--- config.mk ---
export PLATFORM = sky130hd
export DESIGN_NAME = regfile_wr_arbiter
export DESIGN_NICKNAME = d
export VERILOG_FILES = /design/src/rtl/regfile_pkg.sv /design/src/rtl/regfile_wr_arbiter_rr_arb2.sv /design/src/rtl/regfile_wr_arbiter.sv
export SDC_FILE = /design/constraint.sdc
export NUM_CORES = 1
export LEC_CHECK = 0
export ABC_AREA = 1
export CAP_MARGIN = 20
export CORE_UTILIZATION = 43
export CTS_CLUSTER_SIZE = 20
export DETAILED_ROUTE_END_ITERATION = 12
export PLACE_DENSITY_LB_ADDON = 0.08
export SYNTH_ARGS = -nofsm -noshare
export SYNTH_HDL_FRONTEND = slang
export SYNTH_SLANG_ARGS = --single-unit
--- constraint.sdc ---
create_clock -name clk -period 2.75 [get_ports clk]
set_clock_uncertainty 0.05 [all_clocks]
set_input_delay 0.55 -clock clk [delete_from_list [all_inputs] [get_ports clk]]
set_output_delay 0.55 -clock clk [all_outputs]
set_load 0.005 [all_outputs]
--- src/rtl/regfile_pkg.sv ---
// Shared defaults and state encoding for the register-file write arbiter.
package regfile_pkg;

  localparam int unsigned DW_DEF = 32;
  localparam int unsigned AW_DEF = 5;

  typedef enum logic {
    ST_CLEAR = 1'b0,
    ST_RUN   = 1'b1
  } state_t;

endpackage

--- src/rtl/regfile_wr_arbiter_rr_arb2.sv ---
// Two-requester round-robin grant; ptr=0 favours requester 0 on contention.
module rr_arb2 (
  input  logic       valid0,
  input  logic       valid1,
  input  logic       ptr,
  output logic [1:0] grant
);

  always_comb begin
    grant[0] = valid0 & (~valid1 | ~ptr);
    grant[1] = valid1 & (~valid0 |  ptr);
  end

endmodule

--- src/rtl/regfile_wr_arbiter.sv ---
// Register-file write port shared by two requesters, with a full zero-clear
// sequence that runs after reset and on demand.
module regfile_wr_arbiter
  import regfile_pkg::*;
#(
  parameter int unsigned DW           = DW_DEF,
  parameter int unsigned AW           = AW_DEF,
  parameter bit          CLR_ON_RESET = 1'b1
) (
  input  logic          clk,
  input  logic          reset,
  input  logic          req0_valid,
  input  logic [AW-1:0] req0_addr,
  input  logic [DW-1:0] req0_data,
  output logic          req0_ready,
  input  logic          req1_valid,
  input  logic [AW-1:0] req1_addr,
  input  logic [DW-1:0] req1_data,
  output logic          req1_ready,
  input  logic          clr_start,
  output logic          busy,
  output logic          clr_done,
  output logic          write,
  output logic [AW-1:0] dr,
  output logic [DW-1:0] wrData
);

  state_t        state;
  logic [AW-1:0] cnt;
  logic          ptr;
  logic [1:0]    grant;
  logic          run_ok;

  rr_arb2 u_arb (
    .valid0 (req0_valid),
    .valid1 (req1_valid),
    .ptr    (ptr),
    .grant  (grant)
  );

  // Grants are suppressed while reset is held, even when reset parks us in RUN.
  always_comb begin
    run_ok     = reset & (state == ST_RUN) & ~clr_start;
    req0_ready = run_ok & grant[0];
    req1_ready = run_ok & grant[1];
    busy       = (state == ST_CLEAR);
  end

  always_ff @(posedge clk or negedge reset) begin
    if (!reset) begin
      state    <= ST_RUN;
      if (CLR_ON_RESET) state <= ST_CLEAR;
      cnt      <= '0;
      ptr      <= 1'b0;
      write    <= 1'b0;
      dr       <= '0;
      wrData   <= '0;
      clr_done <= 1'b0;
    end else begin
      write    <= 1'b0;
      clr_done <= 1'b0;
      case (state)
        ST_CLEAR: begin
          write  <= 1'b1;
          dr     <= cnt;
          wrData <= '0;
          if (cnt == '1) begin
            cnt      <= '0;
            state    <= ST_RUN;
            clr_done <= 1'b1;
          end else begin
            cnt <= cnt + AW'(1);
          end
        end
        ST_RUN: begin
          if (clr_start) begin
            state <= ST_CLEAR;
            cnt   <= '0;
          end else if (req0_ready) begin
            write  <= 1'b1;
            dr     <= req0_addr;
            wrData <= req0_data;
            ptr    <= 1'b1;
          end else if (req1_ready) begin
            write  <= 1'b1;
            dr     <= req1_addr;
            wrData <= req1_data;
            ptr    <= 1'b0;
          end
        end
        default: state <= ST_RUN;
      endcase
    end
  end

endmodule

### Yosys cells after proc, flatten, opt, wreduce, memory -nomap -nowiden

Index checks and enable logic that the tools add are counted.

| word-level totals | value |
|---|---|
| bits in registers | 46 |
| input port bits | 79 |
| output and inout port bits | 42 |
| word-level logic and storage cells | 49 |

| cells by class | value |
|---|---|
| add/subtract/negate cells | 1 |
| eq/ne operators | 4 |
| multiplexer cells | 21 |
| bitwise operators | 13 |
| reductions and logical operators | 3 |

Operator list:

| kind | count |
|---|---|
| two-way mux 32 bit | 3 |
| one-hot mux 32 bit (2 select lines) | 1 |
| two-way mux 5 bit | 5 |
| one-hot mux 5 bit (2 select lines) | 2 |
| two-way mux 1 bit | 8 |
| AND 1 bit | 6 |
| adder 5 x 1 -> 5 bit, second input constant | 1 |
| equality test 5 bit, second input constant | 1 |
| NOT 1 bit | 5 |
| != test 2 bit, second input constant | 2 |
| one-hot mux 1 bit (2 select lines) | 2 |
| != test 3 bit, second input constant | 1 |
| AND reduction 3 bit | 1 |
| OR 1 bit | 2 |
| AND reduction 2 bit | 1 |
| nonzero test 2 bit | 1 |

### Longest topological paths before layout

Gate-level depths: netlist of the first run.

| depth | value |
|---|---|
| depth in word-level cells | 8 |
| depth in mapped cells | 10 |
| mapped depth without buffers | 8 |

### Hierarchy

From an unflattened synthesis of the first run, not the netlist that was laid out.

| second synthesis, totals | value |
|---|---|
| cell total of the unflattened synthesis | 302 |
| area total of the unflattened synthesis | 2322.2 µm² |

By module, submodules not included:

| module | instances | cells each | area an instance (µm²) | sequential area each (µm²) |
|---|---|---|---|---|
| regfile_wr_arbiter | 1 | 297 | 2302.2 | 1151.1 |
| rr_arb2 | 1 | 5 | 20.0 | 0.0 |

### Worst setup path before layout of the first run

OpenSTA, ideal clock, no wires.

| timing | value |
|---|---|
| path type | input-to-output |
| start | in req0_valid |
| end | out req0_ready |
| arrival | 1.166 ns |
| required time | 2.150 ns |
| slack | 0.984 ns |
| stages | 5 |
| path buffers | 1 |
| path through | inv_1 > a21oi_1 > nand2_4 > inv_4 > buf_6 |

| on the way | value |
|---|---|
| word-level cells in the longest chain between the ends | 2 |

Ends and longest elaborated chain:

| element | RTL line | text |
|---|---|---|
| start, declared | regfile_wr_arbiter.sv:12 | `input logic req0_valid,` |
| AND 1 bit | regfile_wr_arbiter_rr_arb2.sv:10 | `grant[0] = valid0 & (~valid1 \| ~ptr);` |
| AND 1 bit | regfile_wr_arbiter.sv:44 | `req0_ready = run_ok & grant[0];` |
| end, declared | regfile_wr_arbiter.sv:15 | `output logic req0_ready,` |

No other way between the ends.

### Final worst setup path of the first run

Ends and elaborated chain as after synthesis.

==> results of run 1 <==
-- cell families after synthesis --
family                   count (synthesis)
AND/OR/NAND/NOR                        244
buffers and inverters                   25
AO/OA/AOI/OAI                            9
adder cells (fa/ha/maj)                  2
flip-flops                              46
-- metal layers --
metal | vias to the layer above | share of wire [%]
met2 | 71 | 49
met3 | 2 | 6.9
met5 | - | 0
li1 | 1226 | -
met4 | 0 | 0.24
met1 | 1014 | 44
-- worst paths after layout --
check	to	slack [ns]	cells past startpoint
worst max-delay path	req0_ready	0.20	6
worst min-delay path	wrData[25]	0.35	2
worst max register to register	wrData[15]	0.90	9
worst min register to register	wrData[20]	0.42	2
max in group asynchronous	dr[0]	1.91	2
min in group clk	wrData[20]	0.42	2
-- registers in the layout, summed over array words and instances (netlist names) --
name and cells:
clr_done 1, cnt 5, dr 5, ptr 1, state 1, wrData 32, write 1
-- worst max-delay path, cell delays in order --
cell,delay (ns)
clkdlybuf4s50_1,0.48
inv_1,0.04
a21oi_1,0.25
nand2_4,0.09
inv_4,0.07
clkdlybuf4s50_1,0.48
-- power by group --
group	internal [mW]	leakage, nW	switching (mW)
clock	0.272	0.0524	0.207
combinational	0.351	1.23	0.271
sequential	0.787	0.611	0.0836
-- cell usage in the layout (no fill, tap or decap) --
cell type,n
inv_1,7
a22o_1,2
clkbuf_1,2
nand2_4,1
nand2_2,3
a21oi_1,1
dfrtp_1,46
nand3_2,1
nor2_1,5
clkdlybuf4s50_1,119
clkbuf_8,5
ha_1,2
inv_2,2
a21boi_1,1
buf_12,1
o21ai_0,4
nor2_4,1
o22ai_1,1
bufinv_16,1
nand2_1,219
nand3_1,10
buf_4,5
buf_2,1
nand4_1,4
inv_4,1
-- area by class of cell --
| cell class | count | area share (%) |
|---|---|---|
| Sequential cell | 46 | 31.2 |
| Timing Repair Buffer | 126 | 34.0 |
| Tap cell | 70 | 2.38 |
| Clock buffer | 7 | 2.07 |
| Clock inverter | 1 | 0.814 |
| Multi-Input combinational cell | 255 | 28.4 |
| Inverter | 10 | 1.09 |
-- per-stage QoR --
stage               utilization, %  worst slack [ns]  cell area (um2)  hold slack [ns]
global route                  70.8            0.0992             3690            0.402
floorplan                        -             0.984             2360            0.204
global placement              68.8             0.221             3580            0.402
finish                        70.8             0.196             3690            0.350
CTS                           70.8             0.194             3690            0.364
detailed placement            68.8             0.202             3580            0.408
==> impl_results.md, run 1 <==
- Status: complete, no violations
- Max_cap viols: 0
- Final min period: 2.55 ns
- Post-CTS sizing: 0
- Req. time, crit path: 2.15 ns
- CTS Buf Count: 5
- Die area: slightly below 6000 um2
- Tot GR Track Use: 20.7%
- Multi-input logic area: about 1000 um2
- Seq/Total Area, Yosys: 48.8%
- CTS root buf: clkbuf_8
- Crit path kind: input port to output port
- FF+latch count, synth: 46
- Synth top cells by count: 219 x nand2_1, 46 x dfrtp_1, 10 x nand3_1
- CTS tree: built
- Final hold vios: 0
- Crit end category: output port
- Syn nets: between 400 and 500
- Yosys top cell by area: dfrtp_1
- Dominant cells by area after synthesis: dfrtp_1 49%, nand2_1 35%, buf_6 2.4%
- P per Cell Area: 535 nW/um2
- CTS Buffer Depth: 2
- Syn Area/Cell: 7.23 um2
- Clk_lat worst skew: approximately 0.28 ns
- Filler instances: 460
- Nets: 525
- Async SR Flop Fraction: 100%
- Met1 GRT Util: 24.9%
- RSZ-0062 raised after global routing: false
- Largest family of logic cells by synthesized area: simple AND/OR/NAND/NOR gates
- Worst setup SP type: input port
- Primary FF master, synth: dfrtp_1
- Multiplexer share of the synthesized area: 0%
- FF+latch area: 1150 um2
- Top-count cell post-synth: nand2_1
- Die Wd: 76.1 um
- First-pass GRT wire length: 9720 um
- DRC viols: 0
- Vias in the first global route: 2193
- Synth top area share: 48.8%
- Final cell count without fillers: 515
- Vias per inst: ~4.5
- Synthesis-to-finish area growth: 56.3%
- Met2 usage: between 30 and 40%
- Core Footprint: around 5200 um2
- Tcrit/Tclk final: 92.9%
- Max Slew Vio Count: 0
- Initial antenna violation count: 0
- Slew of the pin with the lowest slew margin: 0.575 ns
- Maximum vdd drop: around 0.47 mV
- Post-synthesis xor/xnor area fraction: 0%
- HP Class: input port to async pin
- Total vias in the final route: 2313
- CTS H-tree depth: 2
- Slew margin rel.: 61.7%
- Final GP Congestion: 0.832
- Row count: 26
- Syn Inst Count: between 300 and 400
- WL final: 5760 um
- Fmax: 0.391 GHz
- Post-Synth Simple-Gate Area: 41.0%
- Final setup TNS: 0 ns
- Cell variety after synth: 21
- Worst Path Arrival: 1.95 ns
- Dpl cells: 507
- Post-route ant nets: 0
- Crit. Startpoint: req0_valid
- Dpl hpwl: 4300 um
- Synth Area in Adders: about 1.1%
- Number of DRC markers in iteration 0: 99
- Global routing's busiest layer: met2
- Clock Sinks: 46
- Antenna diodes: 0
- WL per Instance: 11.2 um
- Pleak: around 1.9 nW
- Number of detailed-route iterations in the first pass: 4
- Share of cells above drive strength 1: 4.94%
- Port bufs: 120
- Startpoint of the lowest-slack register-to-register path: state
- Total grt overflow: 0
- EDFF count, synth: 0
- Power Total: 1.97 mW
- Initial core utilization: 45.3%
- Final count of negative-setup-slack endpoints: 0
- Clock-pin transition on the worst setup and hold timing paths: roughly 0.07 ns
- DIE HEIGHT: 76.1 um
- Compound-Gate Fraction of Synth Area: 2.39%
- Hold_buf cts: 0
- Synthesized area: 2360 um2
- CP max FO: 2
- Global Route met3 Usage: between 5 and 6%
- Post-CTS setup buffer count: 0
- YS warnings: 0
- Largest net degree at the start of global routing: 47
- Ports: roughly 120
Power figures use the tool's default switching activity.
==> inputs of run 2 (changes only) <==
--- a/config.mk
+++ b/config.mk
@@ -7,7 +7,7 @@
 export LEC_CHECK = 0
 export ABC_AREA = 1
 export CAP_MARGIN = 20
-export CORE_UTILIZATION = 43
+export CORE_UTILIZATION = 40
 export CTS_CLUSTER_SIZE = 20
 export DETAILED_ROUTE_END_ITERATION = 12
 export PLACE_DENSITY_LB_ADDON = 0.08
==> constraint.sdc (replaced) <==
create_clock -name clk -period 2.6 [get_ports clk]
set_clock_uncertainty 0.05 [all_clocks]
set_input_delay 0.52 -clock clk [delete_from_list [all_inputs] [get_ports clk]]
set_output_delay 0.52 -clock clk [all_outputs]
set_load 0.05 [all_outputs]
==> run 2 against run 1 <==
Against the previous run:
- combinational power increased by 43%
- die area up 7.3%
- hold slack worse by 0.024 ns
- largest cell class unchanged
- flip-flop and latch count is the same
- clock-buffer cell count decreased by 1
- via count increased by 1.0%
- clock power is 34% higher
- total power increased by 25%
- non-clock buffer count up 2
- register-to-register slack lost 0.05 ns
==> impl_results.md, run 2 (synthesized netlist as in run 1, its figures left out) <==
- CTS Buf Count: 5 (unchanged)
- Synthesis-to-finish area growth: 58.9%
- Filler instances: 491 (+6.7%)
- Pre-CTS setup slack: 0.381 ns (+0.179 ns)
- Power Total: 2.46 mW (+25%)
- Crit end category: output port
- Worst setup SP type: flop
- Dpl hpwl: 4440 um (+3.2%)
- Commonest cells after routing, fill and taps aside: 219 x nand2_1, 117 x clkdlybuf4s50_1, 46 x dfrtp_1
- DIE HEIGHT: 78.8 um (+3.6%)
- Vias per inst: 4.50 (+0.26%)
- Hold_buf cts: 0 (unchanged)
- Pleak: 1.93 nW (+1.8%)
- P per Cell Area: 655 nW/um2 (+23%)
- Nets: 527 (+0.38%)
- Initial core utilization: 42.1% (-3.3 points)
- Die Wd: 78.8 um (+3.6%)
- Row count: 27 (+3.8%)
- Clk_lat worst skew: 0.29 ns (about the same)
- Port bufs: 120 (unchanged)
- Number of detailed-route iterations in the first pass: 4 (unchanged)
- DRC viols: 0 (unchanged)
- WL final: 5930 um (+2.9%)
- Final count of negative-setup-slack endpoints: 0 (unchanged)
- Total vias in the final route: 2337 (+1.0%)
- CP max FO: 10 (+8)
- Final setup TNS: 0 ns (unchanged)
- Core Footprint: 5610 um2 (+7.7%)
- CTS Buffer Depth: 2 (unchanged)
- Largest register FFs: 32 (unchanged)
- Vias in the first global route: 2230 (+1.7%)
- Regs by FF count: wrData x32, cnt x5, dr x5
- Share of cells above drive strength 1: 6.26% (+1.3 points)
- Final hold vios: 0 (unchanged)
- Clock Sinks: 46 (unchanged)
- Antenna diodes: 0 (unchanged)
- Final cell count without fillers: 519 (+0.78%)
- First-pass GRT wire length: 9890 um (+1.8%)
- Worst path cell trace: inv_1 > clkdlybuf4s50_1
- Crit path kind: flop to output port
- Largest Register: wrData
- Clock-pin transition on the worst setup and hold timing paths: 0.08 ns (about the same)
- Dpl cells: 511 (+0.79%)
- Post-route ant nets: 0 (unchanged)
- Maximum vdd drop: 0.475 mV (+1.3%)
- Max_cap viols: 0 (unchanged)
- Total grt overflow: 0 (unchanged)
- Tcrit/Tclk final: between 80% and 90%
- CTS tree: built
- Number of DRC markers in iteration 0: 141 (+42%)
- Slew margin rel.: 61.5% (-0.20 points)
- RSZ-0062 raised after global routing: false
- Fmax: 0.432 GHz
- Final GP Congestion: 0.789 (-5.2%)
- Slew of the pin with the lowest slew margin: 0.578 ns (+0.00304 ns)
- Die area: 6210 um2 (+7.3%)
- Post-CTS setup buffer count: 0 (unchanged)
- Max Slew Vio Count: 0 (unchanged)
- CTS root buf: clkbuf_8
- Initial antenna violation count: 0 (unchanged)
- Commonest non-fill, non-tap cell in the layout: nand2_1
- Max incr delay on CP: 0.81 ns (+0.33 ns)
- Largest net degree at the start of global routing: 47 (unchanged)
- Worst Path Arrival: 1.75 ns (-0.20 ns)
- Worst setup margin: 0.285 ns (+0.0892 ns)
- Ports: 121 (unchanged)
- Final min period: 2.32 ns
- WL per Instance: 11.4 um (+2.1%)
- Hold Slack: 0.326 ns (-0.0237 ns)
- Slowest CP cell: clkdlybuf4s50_1
- Status: complete, no violations
- Req. time, crit path: 2.03 ns (-0.12 ns)
- Tot GR Track Use: 20.4% (-0.31 points)
- CTS H-tree depth: 2 (unchanged)
- Post-CTS sizing: 0 (unchanged)
- HP Class: input port to async pin
==> run 2: cell types whose count changed in the layout (fill, tap and decap cells not counted) <==
cell,previous run,this run
clkdlybuf4s50_1,119,117
buf_12,1,2
clkbuf_1,2,0
buf_4,5,8
bufinv_16,1,2
clkbuf_8,5,6
==> run 2: power breakdown <==
part           switching (mW)  internal [mW]
Clock                   0.233          0.410
Sequential             0.0893          0.833
Combinational           0.527          0.365
Total                   0.849           1.61
==> run 2: layer usage <==
metal	track usage, %	vias to the layer above	wire length, um
met2	36.3	72	2920
met3	4.37	7	431
met1	24.3	1027	2520
met5	0	-	0
met4	6.85	0	59
li1	-	1231	-
==> run 2: critical path: cells and delay by family, from the launching register on <==
kind                   cells  cell delay, ns
buffers and inverters      2            0.93
DFF                        1            0.52
==> run 2: cell type report <==
class                           count  area (um2)  share of cell area (%)
Clock inverter                      2        60.1                    1.60
Clock buffer                        6        82.6                    2.20
Timing Repair Buffer              128        1280                    34.0
Inverter                           10        40.0                    1.07
Tap cell                           72        90.1                    2.40
Sequential cell                    46        1150                    30.7
Multi-Input combinational cell    255        1050                    28.0
==> run 2: final timing paths <==
kind                       depth (start not counted)       from  slack (ns)    endpoint
min in group clk                                   2  wrData[6]        0.42   wrData[6]
hold reg to reg                                    2  wrData[6]        0.42   wrData[6]
hold / removal                                     2      reset        0.33  wrData[22]
setup / recovery                                   2      state        0.28        busy
max in group asynchronous                          2      reset        1.78   wrData[5]
setup reg to reg                                   7      state        0.85  wrData[10]
==> run 2: metrics by stage <==
step	util, %	area [um2]
after global placement	64.3	3610
after floorplan	-	2360
after global routing	66.8	3750
after CTS	66.8	3750
after detailed placement	64.3	3610
final	66.8	3750
